===== config.mk =====
export PLATFORM = sky130hd
export DESIGN_NAME = key_debounce_ctrl
export DESIGN_NICKNAME = d
export VERILOG_FILES = /design/src/rtl/key_debounce_ctrl.sv
export SDC_FILE = /design/constraint.sdc
export NUM_CORES = 1
export LEC_CHECK = 0
export ABC_AREA = 1
export CAP_MARGIN = 20
export CORE_MARGIN = 2
export CORE_UTILIZATION = 45
export CTS_CLUSTER_SIZE = 20
export DETAILED_ROUTE_END_ITERATION = 16
export PLACE_DENSITY = 0.72
export REMOVE_ABC_BUFFERS = 1
export SYNTH_ARGS = -nofsm -noshare
export SYNTH_HDL_FRONTEND = slang
export SYNTH_SLANG_ARGS = --single-unit
export TNS_END_PERCENT = 50

===== constraint.sdc =====
create_clock -name sysclk -period 2.4 [get_ports sysclk]
set_clock_uncertainty 0.15 [all_clocks]
set_input_delay 0.24 -clock sysclk [delete_from_list [all_inputs] [get_ports sysclk]]
set_output_delay 0.24 -clock sysclk [all_outputs]
set_load 0.01 [all_outputs]

===== src/rtl/key_debounce_ctrl.sv =====
// Push-button front end: 2-FF synchroniser, debounce FSM, press/release/long-press
// pulses and a wrapping blink-speed index for the downstream LED stage.
module key_debounce_ctrl #(
    parameter int unsigned DEBOUNCE_CYCLES   = 1_000_000,
    parameter int unsigned LONG_PRESS_CYCLES = 50_000_000,
    parameter bit          ACTIVE_LOW        = 1'b1,
    parameter int unsigned NUM_SPEEDS        = 4
) (
    input  logic       sysclk,
    input  logic       rst,
    input  logic       key_in,
    output logic       key_level,
    output logic       key_press,
    output logic       key_release,
    output logic       key_long,
    output logic [1:0] speed_sel
);

    localparam logic [31:0] DB_LAST   = 32'(DEBOUNCE_CYCLES - 1);
    localparam logic [31:0] HOLD_LAST = 32'(LONG_PRESS_CYCLES - 1);
    localparam logic [1:0]  SPD_LAST  = 2'(NUM_SPEEDS - 1);

    typedef enum logic [1:0] {IDLE, PRESS_DB, HELD, RELEASE_DB} state_t;

    state_t      r_state, w_next_state;
    logic        r_s1, r_s2;
    logic [31:0] r_db_cnt, w_db_cnt_nxt;
    logic [31:0] r_hold_cnt, w_hold_cnt_nxt;
    logic        r_long_done, w_long_done_nxt;
    logic        r_level, w_level_nxt;
    logic        r_press, w_press_nxt;
    logic        r_release, w_release_nxt;
    logic        r_long, w_long_nxt;
    logic [1:0]  r_speed, w_speed_nxt;

    logic w_k, w_db_done, w_long_hit, w_rel_done;

    assign w_k        = r_s2 ^ ACTIVE_LOW;
    assign w_db_done  = (r_db_cnt == DB_LAST);
    assign w_long_hit = (r_hold_cnt == HOLD_LAST) && !r_long_done;
    assign w_rel_done = (r_state == RELEASE_DB) && !w_k && w_db_done;

    always_ff @(posedge sysclk) begin
        if (rst) r_state <= IDLE;
        else     r_state <= w_next_state;
    end

    always_comb begin
        w_next_state = r_state;
        case (r_state)
            IDLE:       if (w_k) w_next_state = PRESS_DB;
            PRESS_DB:   if (!w_k) w_next_state = IDLE;
                        else if (w_db_done) w_next_state = HELD;
            HELD:       if (!w_k) w_next_state = RELEASE_DB;
            RELEASE_DB: if (w_k) w_next_state = HELD;
                        else if (w_db_done) w_next_state = IDLE;
            default:    w_next_state = IDLE;
        endcase
    end

    always_comb begin
        w_db_cnt_nxt    = r_db_cnt;
        w_hold_cnt_nxt  = r_hold_cnt;
        w_long_done_nxt = r_long_done;
        w_level_nxt     = r_level;
        w_press_nxt     = 1'b0;
        w_release_nxt   = 1'b0;
        w_long_nxt      = 1'b0;
        w_speed_nxt     = r_speed;
        case (r_state)
            IDLE: if (w_k) w_db_cnt_nxt = '0;
            PRESS_DB: begin
                if (w_k && w_db_done) begin
                    w_level_nxt     = 1'b1;
                    w_press_nxt     = 1'b1;
                    w_hold_cnt_nxt  = '0;
                    w_long_done_nxt = 1'b0;
                    w_speed_nxt     = (r_speed == SPD_LAST) ? 2'd0 : r_speed + 2'd1;
                end else if (w_k) begin
                    w_db_cnt_nxt = r_db_cnt + 32'd1;
                end
            end
            HELD, RELEASE_DB: begin
                if (r_hold_cnt != HOLD_LAST) w_hold_cnt_nxt = r_hold_cnt + 32'd1;
                // A release completing on the long-press edge wins; long is dropped.
                if (w_long_hit && !w_rel_done) begin
                    w_long_nxt      = 1'b1;
                    w_long_done_nxt = 1'b1;
                    w_speed_nxt     = 2'd0;
                end
                if (r_state == HELD) begin
                    if (!w_k) w_db_cnt_nxt = '0;
                end else if (w_rel_done) begin
                    w_level_nxt   = 1'b0;
                    w_release_nxt = 1'b1;
                end else if (!w_k) begin
                    w_db_cnt_nxt = r_db_cnt + 32'd1;
                end
            end
            default: w_db_cnt_nxt = '0;
        endcase
    end

    always_ff @(posedge sysclk) begin
        if (rst) begin
            r_s1        <= ACTIVE_LOW;
            r_s2        <= ACTIVE_LOW;
            r_db_cnt    <= '0;
            r_hold_cnt  <= '0;
            r_long_done <= 1'b0;
            r_level     <= 1'b0;
            r_press     <= 1'b0;
            r_release   <= 1'b0;
            r_long      <= 1'b0;
            r_speed     <= 2'd0;
        end else begin
            r_s1        <= key_in;
            r_s2        <= r_s1;
            r_db_cnt    <= w_db_cnt_nxt;
            r_hold_cnt  <= w_hold_cnt_nxt;
            r_long_done <= w_long_done_nxt;
            r_level     <= w_level_nxt;
            r_press     <= w_press_nxt;
            r_release   <= w_release_nxt;
            r_long      <= w_long_nxt;
            r_speed     <= w_speed_nxt;
        end
    end

    assign key_level   = r_level;
    assign key_press   = r_press;
    assign key_release = r_release;
    assign key_long    = r_long;
    assign speed_sel   = r_speed;

endmodule


==> impl_metrics.ini <==
[outcome]
outcome = completed

[critical_path]
worstSetupPathType = flip-flop to flip-flop
start_kind = flip-flop
cp_max_fo = 20
timing.critical_path.to = r_db_cnt[26]$_SDFFE_PP0P_
reg2reg_depth = 12
critPathCaptureType = flip-flop
r2r_start = r_db_cnt[0]$_SDFFE_PP0P_
crit_path_top_delay_cell = dfxtp_1
slowest_delay_ns = 0.38
cp_top_family = simple AND/OR/NAND/NOR gates
cp_cell_sequence = ha_1 > inv_1 > nor2_2 > nand3_1 > nor2_4 > nand3_4 > nand2_4 > inv_2 > nand3_1 > nand2_1 > nand2_1 > nor2_1
worstSetupPathDepth = 12
rrSetupSlack_ns = 0.23
cp-startpoint = r_db_cnt[0]$_SDFFE_PP0P_
reg2reg_to = r_db_cnt[26]$_SDFFE_PP0P_
worst-path-buf-inv = 2
crit_required_ns = 2.52
cp_data_arrival_time_ns = 2.29

[die]
coreArea_mm2 = 0.0103
io-pin-count = 9
fp.dieArea_mm2 = 0.0115
start_util_pct = 46.5
die_w_um = 107
rows = 37
die_h_um = 107

[place]
io_buffers = 8
placedCellCount = 926
place_hpwl_mm = 9.19
placed_area_mm2 = 0.00499
place_ws_ns = 0.222
place.gp.congestion = 0.980

[finish]
synthToLayoutAreaGrowth_pct = 8.35
finish.instance_area_mm2 = 0.00520
fin_nets = 807
finish.utilization_pct = 50.3
layout_commonest_cell = nand2_1
stdcell_count = 942
drive_above_1_share_pct = 8.31
num_antenna_cells = 0
layout.cells.most_common_list = nand2_1 (231), nor2_1 (116), nand3_1 (96), inv_1 (90), dfxtp_1 (75)
num-fill-cells = 1072

[detailed_routing]
num_vias = 4851
ant_nets = 0
drtIter0Drc = 281
drc = 0
vias_per_cell = 5.15
drt_pre_antenna_iters = 5
wirelength_mm = 12.2
wire_per_inst_um = 13.0

[hold_path]
hold_class = input port to flip-flop

[clocking]
cts_tree = done
cts_max_level = 3
cts-root-buf = clkbuf_8
cts_buffer_depth = 2
clkTransAtPathRegs_ns = 0.09
numCtsBuffers = 9
hold_buffers = 0
post-cts-setup-buffers = 0
insertion_delay_ns = 0.38
cts.repair.resized = 0
cts.sinks = 75

[yosys]
synthTopCellsByArea = dfxtp_1 (31%), nand2_1 (18%), nand3_1 (10%)
synth_cell_type_count = 37
synth_top_area_share_pct = 31.3
synth_edf_count = 0
ys_seq_elements = 75
synth-main-ff-cell = dfxtp_1
yosysWarnings = 0
async_flop_share_pct = 0
yosys.area.top_type = dfxtp_1
yosysSeqAreaShare_pct = 31.3
syn_area_per_cell_um2 = 6.05
postSynthCellCount = 793
syn_area_mm2 = 0.00480

[timing]
slew_headroom_pct = 63.5
worst_slack_ns = 0.233
min_period_ns = 2.17
max_freq_mhz = 461
rsz0062_at_grt = no
holdWs_ns = 0.161
timing.final.crit_share_pct = 90.3
setup_tns_ns = 0
hold_viol_final = 0
finalSetupViolCount = 0
tightest_slew_ns = 0.545
maxSlewViolCount = 0

[global_routing]
grt_max_degree = 48
first_global_vias = 4515
grt.total_usage_pct = 22.9
antenna_found_initial = 0
grt_pass1_wl_mm = 20.9
grt_overflow = 0

[power_and_ir_drop]
power_density_mw_per_mm2 = 450
power_mw = 2.34
leakage_nw = 1.90
peakVddDrop_v = 0.000449

[flow_run]
max_cap_viol_count = 0
## metal layers
layer,global-route usage [%],vias up,part of all wire (%)
met5,0,-,0
met1,28.7,2138,46
met2,36.9,127,46
met3,5.84,28,5.3
met4,10.3,0,3.1
li1,-,2558,-
## worst min-delay path by stage
stage                                  endpoint  slack [ns]       startpoint  cells after the start
finish               r_hold_cnt[0]$_SDFFE_PP0P_        0.16              rst                      4
global route                          flip-flop        0.17              rst                      4
CTS                  r_hold_cnt[0]$_SDFFE_PP0P_        0.14              rst                      4
detailed placement              r_s2$_SDFF_PP1_        0.26  r_s1$_SDFF_PP1_                      1
global placement                r_s2$_SDFF_PP1_        0.24  r_s1$_SDFF_PP1_                      1
floorplan           r_hold_cnt[25]$_SDFFE_PP0P_        0.15              rst                      1
## layout make-up
| type | instances | area, um^2 | share of cell area, % |
|---|---|---|---|
| Multi-Input combinational cell | 600 | 2800 | 53.8 |
| Inverter | 94 | 353 | 6.79 |
| Timing Repair Buffer | 21 | 176 | 3.40 |
| Tap cell | 136 | 170 | 3.27 |
| Clock buffer | 10 | 128 | 2.46 |
| Sequential cell | 75 | 1500 | 28.9 |
| Clock inverter | 6 | 72.6 | 1.40 |
## flip-flops by register name (all words and copies together) (netlist names), named ones only
register and cells:
r_db_cnt 32, r_s1 1, key_long 1, r_hold_cnt 32
r_long_done 1, r_s2 1, key_press 1, key_level 1
key_release 1, r_state 1, speed_sel 2
## Yosys cell counts (2+ instances only)
cell type / n
inv_2: 4
o21ai_0: 16
nor3b_1: 2
nand4_1: 19
ha_1: 3
a21oi_2: 3
buf_4: 3
nor4_1: 4
dfxtp_1: 75
o21ai_1: 2
nor3_1: 21
nand2_1: 231
xor2_1: 5
nand2_4: 2
buf_6: 5
inv_1: 90
nor2_1: 116
clkbuf_1: 9
nand3_2: 4
nand3_1: 96
nor2_4: 2
nor2_2: 8
a21o_1: 2
a21oi_1: 45
buf_2: 6
or2_2: 9
## worst reg2reg max path, stage by stage (launching register included)
cell and delay (ns):
dfxtp_1 0.38, ha_1 0.16, inv_1 0.07, nor2_2 0.18, nand3_1 0.14, nor2_4 0.17, nand3_4 0.14, nand2_4 0.17
inv_2 0.20, nand3_1 0.16, nand2_1 0.06, nand2_1 0.05, nor2_1 0.03
## where the power goes
part / switching [mW] / leakage (nW) / internal (mW)
logic: 0.0423 / 1.19 / 0.0132
registers: 0.00180 / 0.604 / 1.25
clock network: 0.538 / 0.103 / 0.495
## cells by family after synthesis
family / Yosys count / synth area share [%]
flip-flops: 75 / 31.3
XOR/XNOR: 6 / 1.10
AND/OR/NAND/NOR: 519 / 48.1
buffers and inverters: 118 / 10.4
AO/OA/AOI/OAI: 72 / 8.32
adder cells (fa/ha/maj): 3 / 0.783
(Power assumes the default switching activity.)
